==> src/rtl/cache_axi_ctrl_if.sv <==
// AXI single-beat write/read channel bundle between cache_axi_ctrl (master) and the bus port.
interface cache_axi_ctrl_if;
   logic       awvalid;
   logic       awready;
   logic       wvalid;
   logic       wready;
   logic       bvalid;
   logic       bready;
   logic [1:0] bresp;
   logic       arvalid;
   logic       arready;
   logic       rvalid;
   logic       rready;
   logic [1:0] rresp;

   modport master (
      output awvalid, wvalid, bready, arvalid, rready,
      input  awready, wready, bvalid, bresp, arready, rvalid, rresp
   );

   modport slave (
      input  awvalid, wvalid, bready, arvalid, rready,
      output awready, wready, bvalid, bresp, arready, rvalid, rresp
   );
endinterface

==> src/rtl/cache_axi_ctrl.sv <==
// Miss sequencer: optional dirty-line writeback then line refill, one single-beat AXI
// transaction per word, with a per-handshake watchdog.
module cache_axi_ctrl #(
   parameter int unsigned TIMEOUT_W = 8
) (
   input  logic             clk,
   input  logic             arst,
   input  logic             i_req,
   input  logic             i_dirty,
   output logic             o_ack,
   output logic             o_error,
   output logic             o_start_write,
   output logic             o_start_read,
   output logic             o_wb_sel,
   output logic             o_beat_done,
   input  logic             i_count_done,
   cache_axi_ctrl_if.master axi
);
   typedef enum logic [3:0] {
      IDLE, WB_START, WB_AW, WB_B, WB_CHK, RF_START, RF_AR, RF_R, RF_CHK, DONE
   } state_t;

   state_t               state;
   state_t               state_nx;
   logic [TIMEOUT_W-1:0] wd;
   logic                 aw_done;
   logic                 w_done;
   logic                 wb_sel_q;
   logic                 error_q;
   logic                 aw_hs;
   logic                 w_hs;
   logic                 timeout;
   logic                 wait_st;

   assign aw_hs   = axi.awvalid & axi.awready;
   assign w_hs    = axi.wvalid & axi.wready;
   assign timeout = &wd;
   assign wait_st = (state == WB_AW) || (state == WB_B) || (state == RF_AR) || (state == RF_R);
   assign o_error = error_q;

   always_ff @(posedge clk or negedge arst) begin
      if (!arst) state <= IDLE;
      else       state <= state_nx;
   end

   // A handshake in the expiry cycle takes priority over the watchdog.
   always_comb begin
      state_nx = state;
      case (state)
         IDLE:     if (i_req) state_nx = i_dirty ? WB_START : RF_START;
         WB_START: state_nx = WB_AW;
         WB_AW: begin
            if ((aw_done | aw_hs) && (w_done | w_hs)) state_nx = WB_B;
            else if (timeout && !aw_hs && !w_hs)      state_nx = DONE;
         end
         WB_B: begin
            if (axi.bvalid)   state_nx = (axi.bresp != 2'b00) ? DONE : WB_CHK;
            else if (timeout) state_nx = DONE;
         end
         WB_CHK:   state_nx = i_count_done ? RF_START : WB_AW;
         RF_START: state_nx = RF_AR;
         RF_AR: begin
            if (axi.arready)  state_nx = RF_R;
            else if (timeout) state_nx = DONE;
         end
         RF_R: begin
            if (axi.rvalid)   state_nx = (axi.rresp != 2'b00) ? DONE : RF_CHK;
            else if (timeout) state_nx = DONE;
         end
         RF_CHK:   state_nx = i_count_done ? DONE : RF_AR;
         DONE:     state_nx = IDLE;
         default:  state_nx = IDLE;
      endcase
   end

   always_comb begin
      o_ack         = 1'b0;
      o_start_write = 1'b0;
      o_start_read  = 1'b0;
      o_wb_sel      = wb_sel_q;
      o_beat_done   = 1'b0;
      axi.awvalid   = 1'b0;
      axi.wvalid    = 1'b0;
      axi.bready    = 1'b0;
      axi.arvalid   = 1'b0;
      axi.rready    = 1'b0;
      case (state)
         WB_START: begin
            o_start_write = 1'b1;
            o_wb_sel      = 1'b1;
         end
         WB_AW: begin
            axi.awvalid = !aw_done;
            axi.wvalid  = !w_done;
         end
         WB_B: begin
            axi.bready  = 1'b1;
            o_beat_done = axi.bvalid && (axi.bresp == 2'b00);
         end
         RF_START: begin
            o_start_read = 1'b1;
            o_wb_sel     = 1'b0;
         end
         RF_AR: axi.arvalid = 1'b1;
         RF_R: begin
            axi.rready  = 1'b1;
            o_beat_done = axi.rvalid && (axi.rresp == 2'b00);
         end
         DONE:    o_ack = 1'b1;
         default: ;
      endcase
   end

   always_ff @(posedge clk or negedge arst) begin
      if (!arst) begin
         wd       <= '0;
         aw_done  <= 1'b0;
         w_done   <= 1'b0;
         wb_sel_q <= 1'b0;
         error_q  <= 1'b0;
      end else begin
         wb_sel_q <= o_wb_sel;
         if (state_nx != state)        wd <= '0;
         else if (wait_st && !timeout) wd <= wd + 1'b1;
         if (state == WB_AW) begin
            aw_done <= aw_done | aw_hs;
            w_done  <= w_done | w_hs;
         end else begin
            aw_done <= 1'b0;
            w_done  <= 1'b0;
         end
         // Only error exits lead from a wait state straight to DONE.
         if (state == IDLE && i_req)            error_q <= 1'b0;
         else if (wait_st && state_nx == DONE)  error_q <= 1'b1;
      end
   end
endmodule

==> src/flat_wrapper.sv <==
// flat-port wrapper written by rule: the top's interface ports become plain ports
module cache_axi_ctrl_flat 
#(
   parameter int unsigned TIMEOUT_W = 8
)
  (clk, arst, i_req, i_dirty, o_ack, o_error, o_start_write, o_start_read, o_wb_sel, o_beat_done, i_count_done, axi_awvalid, axi_wvalid, axi_bready, axi_arvalid, axi_rready, axi_awready, axi_wready, axi_bvalid, axi_bresp, axi_arready, axi_rvalid, axi_rresp);
  cache_axi_ctrl_if axi_i ();
  input  logic clk;
  input  logic arst;
  input  logic i_req;
  input  logic i_dirty;
  output logic o_ack;
  output logic o_error;
  output logic o_start_write;
  output logic o_start_read;
  output logic o_wb_sel;
  output logic o_beat_done;
  input  logic i_count_done;
  output wire logic [$bits(axi_i.awvalid)-1:0] axi_awvalid;
  output wire logic [$bits(axi_i.wvalid)-1:0] axi_wvalid;
  output wire logic [$bits(axi_i.bready)-1:0] axi_bready;
  output wire logic [$bits(axi_i.arvalid)-1:0] axi_arvalid;
  output wire logic [$bits(axi_i.rready)-1:0] axi_rready;
  input wire logic [$bits(axi_i.awready)-1:0] axi_awready;
  input wire logic [$bits(axi_i.wready)-1:0] axi_wready;
  input wire logic [$bits(axi_i.bvalid)-1:0] axi_bvalid;
  input wire logic [$bits(axi_i.bresp)-1:0] axi_bresp;
  input wire logic [$bits(axi_i.arready)-1:0] axi_arready;
  input wire logic [$bits(axi_i.rvalid)-1:0] axi_rvalid;
  input wire logic [$bits(axi_i.rresp)-1:0] axi_rresp;
  assign axi_awvalid = axi_i.awvalid;
  assign axi_wvalid = axi_i.wvalid;
  assign axi_bready = axi_i.bready;
  assign axi_arvalid = axi_i.arvalid;
  assign axi_rready = axi_i.rready;
  assign axi_i.awready = axi_awready;
  assign axi_i.wready = axi_wready;
  assign axi_i.bvalid = axi_bvalid;
  assign axi_i.bresp = axi_bresp;
  assign axi_i.arready = axi_arready;
  assign axi_i.rvalid = axi_rvalid;
  assign axi_i.rresp = axi_rresp;
  cache_axi_ctrl #(.TIMEOUT_W(TIMEOUT_W)) u_core (.clk(clk), .arst(arst), .i_req(i_req), .i_dirty(i_dirty), .o_ack(o_ack), .o_error(o_error), .o_start_write(o_start_write), .o_start_read(o_start_read), .o_wb_sel(o_wb_sel), .o_beat_done(o_beat_done), .i_count_done(i_count_done), .axi(axi_i));
endmodule
==> config.mk <==
export PLATFORM = sky130hd
export DESIGN_NAME = cache_axi_ctrl_flat
export DESIGN_NICKNAME = d
export VERILOG_FILES = /design/src/rtl/cache_axi_ctrl_if.sv /design/src/rtl/cache_axi_ctrl.sv /design/src/flat_wrapper.sv
export SDC_FILE = /design/constraint.sdc
export NUM_CORES = 1
export LEC_CHECK = 0
export BUFFER_PORTS_ARGS = -buffer_cell sky130_fd_sc_hd__clkbuf_2
export CORE_MARGIN = 1
export CORE_UTILIZATION = 54
export CTS_CLUSTER_SIZE = 30
export DETAILED_ROUTE_END_ITERATION = 7
export PLACE_DENSITY_LB_ADDON = 0.15
export SLEW_MARGIN = 20
export SYNTH_ARGS = -nofsm -noshare
export SYNTH_HDL_FRONTEND = slang
export SYNTH_SLANG_ARGS = --single-unit
==> constraint.sdc <==
create_clock -name clk -period 3.3 [get_ports clk]
set_clock_uncertainty 0.1 [all_clocks]
set_input_delay 0.33 -clock clk [delete_from_list [all_inputs] [get_ports clk]]
set_output_delay 0.33 -clock clk [all_outputs]
set_load 0.01 [all_outputs]
======== After elaboration in Yosys (flattened, before gate mapping) ========
Cells that the tools add are included.
storage, ports and cells
  logic and storage cells ................. 75
  register bits ........................... 16
cells by class
  bitwise logic cells ..................... 4
  equality and inequality tests ........... 11
  reduce and logical (&&, ||, !) cells .... 24
  muxes and demuxes ....................... 29
  $add $sub $neg .......................... 1
operator list
  cell                   number
  $mux W4                9
  $pmux W4 S9            1
  $eq A4 B3 Y1 const B   4
  $mux W8                2
  $mux W1                13
  $eq A4 B4 Y1 const B   3
  $add A8 B1 Y8 const B  1
  $eq A4 B2 Y1 const B   2
  $logic_and A1 B1 Y1    8
  $reduce_and A8 Y1      1
  $reduce_bool A2 Y1     4
  $mux W3                2
  $logic_not A1 Y1       5
  $eq A4 B1 Y1 const B   1
  $logic_not A2 Y1       2
  $logic_not A4 Y1       1
  $ne A4 B4 Y1           1
  $pmux W1 S2            2
  $logic_or A1 B1 Y1     3
  $and A1 B1 Y1          2
  $or A1 B1 Y1           2

======== Depth between registers and ports, before layout ========
  depth in word-level cells ............... 13
  depth in mapped cells ................... 8

======== Least setup slack after synthesis ========
OpenSTA, ideal clock, no wires.
  path kind ............................... reg-to-reg
  start point ............................. register u_core.wd[0]
  end point ............................... register u_core.wd[0]
  period minus slack after synthesis ...... 2.112 ns
  slack ................................... 1.188 ns
  library setup time ...................... 0.096 ns
  stages on the path, launching flop included .. 8
  data arrival time ....................... 1.917 ns
  cells stage by stage .................... dfrtp_1 > ha_1 > and4_4 > buf_6 > a211oi_2 > o221ai_2 > o31a_4 > nor4_2
between the ends
  longest elaborated chain between the ends .. 8
  elaborated cells between the ends (all ways) .. 17
ends and longest elaborated chain
  what                                           RTL line               text
  from (decl)                                    cache_axi_ctrl.sv:25   logic [TIMEOUT_W-1:0] wd;
  from (signal assigned)                         cache_axi_ctrl.sv:124  else if (wait_st && !timeout) wd <= wd + 1'b1;
  $reduce_and A8 Y1                              cache_axi_ctrl.sv:37   assign timeout = &wd;
  $logic_and A1 B1 Y1 (2 in a row)               cache_axi_ctrl.sv:54   else if (timeout && !aw_hs && !w_hs) state_nx = DONE;
  $mux W4                                        cache_axi_ctrl.sv:54
  $mux W4                                        cache_axi_ctrl.sv:53   if ((aw_done | aw_hs) && (w_done | w_hs)) state_nx = WB_B;
  $pmux W4 S9                                    cache_axi_ctrl.sv:49   case (state)
  $ne A4 B4 Y1                                   cache_axi_ctrl.sv:123  if (state_nx != state) wd <= '0;
  $mux W8 or $reduce_bool A2 Y1 (tied branches)  -
Several ways; a longest one is shown, not always the timed one. The select of a mux whose other input is x is not followed.
A chain may end at the register's enable or synchronous reset.

======== Worst setup path after layout ========
  start point ............................. register u_core.state[2]
  end point ............................... register u_core.wd[6]
between the ends
  longest elaborated chain between the ends .. 11
  elaborated cells between the ends (all ways) .. 35
ends and longest elaborated chain
  what                                           RTL line                                                          text
  from (decl)                                    cache_axi_ctrl.sv:23                                              state_t state;
  from (signal assigned)                         cache_axi_ctrl.sv:43                                              else state <= state_nx;
  $eq A4 B2 Y1                                   cache_axi_ctrl.sv:38, cache_axi_ctrl.sv:49, cache_axi_ctrl.sv:87
  $mux W1                                        cache_axi_ctrl.sv:87                                              case (state)
  $and A1 B1 Y1                                  cache_axi_ctrl.sv:35                                              assign aw_hs = axi.awvalid & axi.awready;
  $logic_not A1 Y1                               cache_axi_ctrl.sv:54
  $logic_and A1 B1 Y1 (2 in a row)               cache_axi_ctrl.sv:54
  $mux W4                                        cache_axi_ctrl.sv:54
  $mux W4                                        cache_axi_ctrl.sv:53
  $pmux W4 S9                                    cache_axi_ctrl.sv:49
  $ne A4 B4 Y1                                   cache_axi_ctrl.sv:123
  $mux W8 or $reduce_bool A2 Y1 (tied branches)  -
Several ways; a longest one is shown, not always the timed one.

==> impl_metrics.sql <==
INSERT INTO impl_metrics (metric_group, metric, value, unit) VALUES
('floorplan', 'initial_utilization', '58.32', '%'),
('grt', 'grt_overflow', '0', ''),
('grt', 'groute.usage.overall', '24.67', '%'),
('clock_tree', 'cts_tree', 'done', ''),
('synth', 'synth_cell_types', '51', ''),
('pwr', 'power.net_switching', '0.5805', 'mW'),
('final_layout', 'n_fill_cell', '201', ''),
('grt', 'via_count_of_the_first_global_routing_pass', '1038', ''),
('drt', 'wl_met2', '1313', 'um'),
('grt', 'initial_antenna_violation_count', '0', ''),
('floorplan', 'die_width', '51.35', 'um'),
('timing', 'slew_headroom', '58.28', '%'),
('worst_setup_path', 'critical_path.endpoint_type', 'flip-flop', ''),
('worst_setup_path', 'timing.rr.end', 'u_core.wd[6]', ''),
('floorplan', 'die_footprint', '2636', 'um2'),
('synth', 'synth_enable_flop_cells', '0', ''),
('clock_tree', 'clk_pin_slew', '90', 'ps'),
('floorplan', 'top_level_ports', '25', ''),
('clock_tree', 'htree_depth', '1', ''),
('clock_tree', 'number_of_clock_sinks', '16', ''),
('clock_tree', 'insertion_delay', '300', 'ps'),
('floorplan', 'rows', '17', ''),
('timing', 'max_slew.worst_pin.slew', '625.8', 'ps'),
('clock_tree', 'cts.path.max_buffers', '2', ''),
('drt', 'top_layer_used', 'met4', ''),
('timing', 'slew_viol_final', '0', ''),
('grt', 'grt_start_max_net_pins', '21', ''),
('final_layout', 'area.growth.synth_to_final', '10.09', '%'),
('floorplan', 'die-height', '51.35', 'um'),
('clock_tree', 'clock-root-buffer', 'sky130_fd_sc_hd__clkbuf_4', ''),
('run_status', 'run_status', 'finished clean', ''),
('place', 'gp_congestion', '0.8821', ''),
('final_layout', 'layoutNonFillerInstCount', '188', ''),
('worst_setup_path', 'r2r-start', 'u_core.state[2]', ''),
('place', 'dp_hpwl', '2167', 'um'),
('final_layout', 'layout-drive-gt1-share', '30.63', '%'),
('pwr', 'power.share.sequential', '32.6', '%'),
('synth', 'synth_top_cell_area_share', '30.45', '%'),
('synth', 'synth_area_leaders', 'sky130_fd_sc_hd__dfrtp_1 30%, sky130_fd_sc_hd__nor4_2 7.6%, sky130_fd_sc_hd__xor2_1 3.3%', ''),
('pwr', 'power_per_unit_of_standard_cell_area', '801.6', 'nW/um2'),
('timing', 'max_freq', '0.4457', 'GHz'),
('drt', 'detailedRoute.firstPassIterationCount', '4', ''),
('synth', 'ys_ff_latch', '16', ''),
('drt', 'finalWirelength', '2913', 'um'),
('grt', 'first_pass_grt_wire_length', '4733', 'um'),
('synth', 'post_synth.cell_area_avg', '9.261', 'um2'),
('timing', 'setup_viol', '0', ''),
('worst_setup_path', 'criticalPathCategory', 'reg -> reg', ''),
('drt', 'detail_route.wirelength.met1', '1377', 'um'),
('final_layout', 'register_area', '400.4', 'um2'),
('drt', 'drtAntennaViolNets', '0', ''),
('worst_setup_path', 'worstRegToRegCells', '5', ''),
('worst_setup_path', 'cp.buffers_inverters', '0', ''),
('final_layout', 'post-route-util', '64.21', '%'),
('pwr', 'pwr-share-comb', '56.0', '%'),
('synth', 'synth.yosys.seq_area_share', '30.45', '%'),
('worst_setup_path', 'cp.depth', '5', ''),
('final_layout', 'numnets_final', '176', ''),
('drt', 'dr_wl_met3', '177', 'um'),
('pwr', 'static-leakage-power', '0.6307', 'nW'),
('worst_setup_path', 'worst-path-max-fanout', '20', ''),
('timing', 'finalHoldViolations', '0', ''),
('synth', 'synth_nets', '157', ''),
('final_layout', 'multi_input_comb_area', '827.0', 'um2'),
('worst_hold_path', 'hp-class', 'in -> reg', ''),
('place', 'placement.io_buffers', '24', ''),
('worst_setup_path', 'arrival', '2310', 'ps'),
('drt', 'wire_per_inst', '15.49', 'um'),
('worst_setup_path', 'endpoint', 'u_core.wd[6]', ''),
('synth', 'synth-warning-count', '0', ''),
('worst_setup_path', 'critical-path-top-delay-family', 'compound AO/OA/AOI/OAI gates', '');
==> layout make-up <==
class / count / share of cell area [%]
multi-input cells: 110 / 57.13
inverters: 5 / 1.296
repair buffers: 25 / 8.989
clock buffers: 4 / 2.506
flip-flops and latches: 16 / 27.66
well taps: 28 / 2.420
==> routing by layer <==
layer,global-route usage (%),up-vias
met1,33.64,552
li1,-,564
met3,7.143,6
met2,37.28,33
met4,8.108,0
met5,0,-
==> worst reg2reg max path, stage by stage, from the launching register on <==
cell	delay, ps
sky130_fd_sc_hd__dfrtp_1	750
sky130_fd_sc_hd__and2b_1	290
sky130_fd_sc_hd__nand2_1	90
sky130_fd_sc_hd__o32a_1	430
sky130_fd_sc_hd__a21oi_4	370
sky130_fd_sc_hd__nor4_2	90
==> registers in the layout (all words and copies together), names as in the netlist <==
signal	count
u_core.w_done	1
u_core.wd	8
u_core.state	4
u_core.wb_sel_q	1
u_core.aw_done	1
u_core.o_error	1
==> power groups by stage <==
stage	clock (mW)	combinational (mW)	sequential, mW
5_1_grt	0.140	0.712	0.394
3_5_place_dp	0	0.650	0.380
4_1_cts	0.137	0.654	0.376
6_report	0.132	0.650	0.379
2_1_floorplan	0	0.597	0.285
3_3_place_gp	0	0.630	0.374
==> cells by family after synthesis <==
| group | Yosys count | share of synthesized area (%) |
|---|---|---|
| adders and majority gates | 1 | 0.9513 |
| muxes | 2 | 1.522 |
| buffers and inverters | 16 | 6.659 |
| AOI/OAI and AO/OA | 29 | 17.98 |
| DFF | 16 | 30.45 |
| and+or+nand+nor | 70 | 37.11 |
| xor gates and xnor gates | 8 | 5.328 |
==> synthesized netlist by cell type, types with 4 or more instances <==
cell type	count
sky130_fd_sc_hd__nor2_1	10
sky130_fd_sc_hd__dfrtp_1	16
sky130_fd_sc_hd__nor4b_1	4
sky130_fd_sc_hd__nor4_2	8
sky130_fd_sc_hd__xor2_1	5
sky130_fd_sc_hd__nand3_1	6
sky130_fd_sc_hd__nor3b_1	4
sky130_fd_sc_hd__a21oi_1	6
sky130_fd_sc_hd__inv_1	4
sky130_fd_sc_hd__nand2_1	11
sky130_fd_sc_hd__buf_2	7
sky130_fd_sc_hd__nand2b_1	5
==> repair_timing <==
action | in CTS | in global routing
buffers inserted | 0 | 0
hold buffers | 1 | 0
hold endpoints to repair | 16 | 0
==> how the worst min path moves through the flow <==
stage | from | endpoint | slack, ps | depth (start not counted)
floorplan | arst | u_core.aw_done | -70 | 0
global placement | arst | u_core.wb_sel_q | 180 | 1
detailed placement | arst | u_core.state[1] | 190 | 1
CTS | axi_wready | u_core.w_done | 230 | 3
global route | axi_awready | u_core.aw_done | 260 | 3
finish | axi_wready | u_core.w_done | 230 | 3
==> cells in the final DEF, fill, tap and decap left out, types with 2 or more instances in the layout <==
| master | synthesis | final |
|---|---|---|
| sky130_fd_sc_hd__o21ai_0 | 3 | 3 |
| sky130_fd_sc_hd__xor2_1 | 5 | 5 |
| sky130_fd_sc_hd__mux2i_1 | 2 | 2 |
| sky130_fd_sc_hd__clkbuf_4 | 0 | 3 |
| sky130_fd_sc_hd__nand3b_1 | 3 | 3 |
| sky130_fd_sc_hd__a21oi_1 | 6 | 6 |
| sky130_fd_sc_hd__nand3_1 | 6 | 6 |
| sky130_fd_sc_hd__nand2b_1 | 5 | 5 |
| sky130_fd_sc_hd__nor2_1 | 10 | 10 |
| sky130_fd_sc_hd__nor4b_1 | 4 | 4 |
| sky130_fd_sc_hd__xnor2_1 | 3 | 3 |
| sky130_fd_sc_hd__nor4_2 | 8 | 8 |
| sky130_fd_sc_hd__clkbuf_2 | 0 | 24 |
| sky130_fd_sc_hd__nand2_1 | 11 | 11 |
| sky130_fd_sc_hd__nor3_1 | 2 | 2 |
| sky130_fd_sc_hd__a21oi_4 | 2 | 2 |
| sky130_fd_sc_hd__nor3b_1 | 4 | 4 |
| sky130_fd_sc_hd__dfrtp_1 | 16 | 16 |
| sky130_fd_sc_hd__a31oi_1 | 2 | 2 |
| sky130_fd_sc_hd__nand4_1 | 2 | 2 |
| sky130_fd_sc_hd__and3b_1 | 2 | 2 |
| sky130_fd_sc_hd__inv_1 | 4 | 4 |
| sky130_fd_sc_hd__and3_1 | 2 | 2 |
| sky130_fd_sc_hd__o21ai_1 | 3 | 3 |
| sky130_fd_sc_hd__or2_2 | 2 | 2 |
==> per-stage QoR <==
stage | hold slack [ps] | setup WS (ps) | total power [mW] | cell area [um2]
2_1_floorplan | -65.59 | 1188 | 0.8826 | 1315
3_3_place_gp | 178.9 | 1137 | 1.004 | 1401
3_5_place_dp | 188.0 | 1091 | 1.029 | 1401
4_1_cts | 231.3 | 1051 | 1.167 | 1448
5_1_grt | 260.4 | 886.8 | 1.247 | 1448
6_report | 230.6 | 1056 | 1.160 | 1448
No activity file was read; power rests on OpenSTA's default activity.
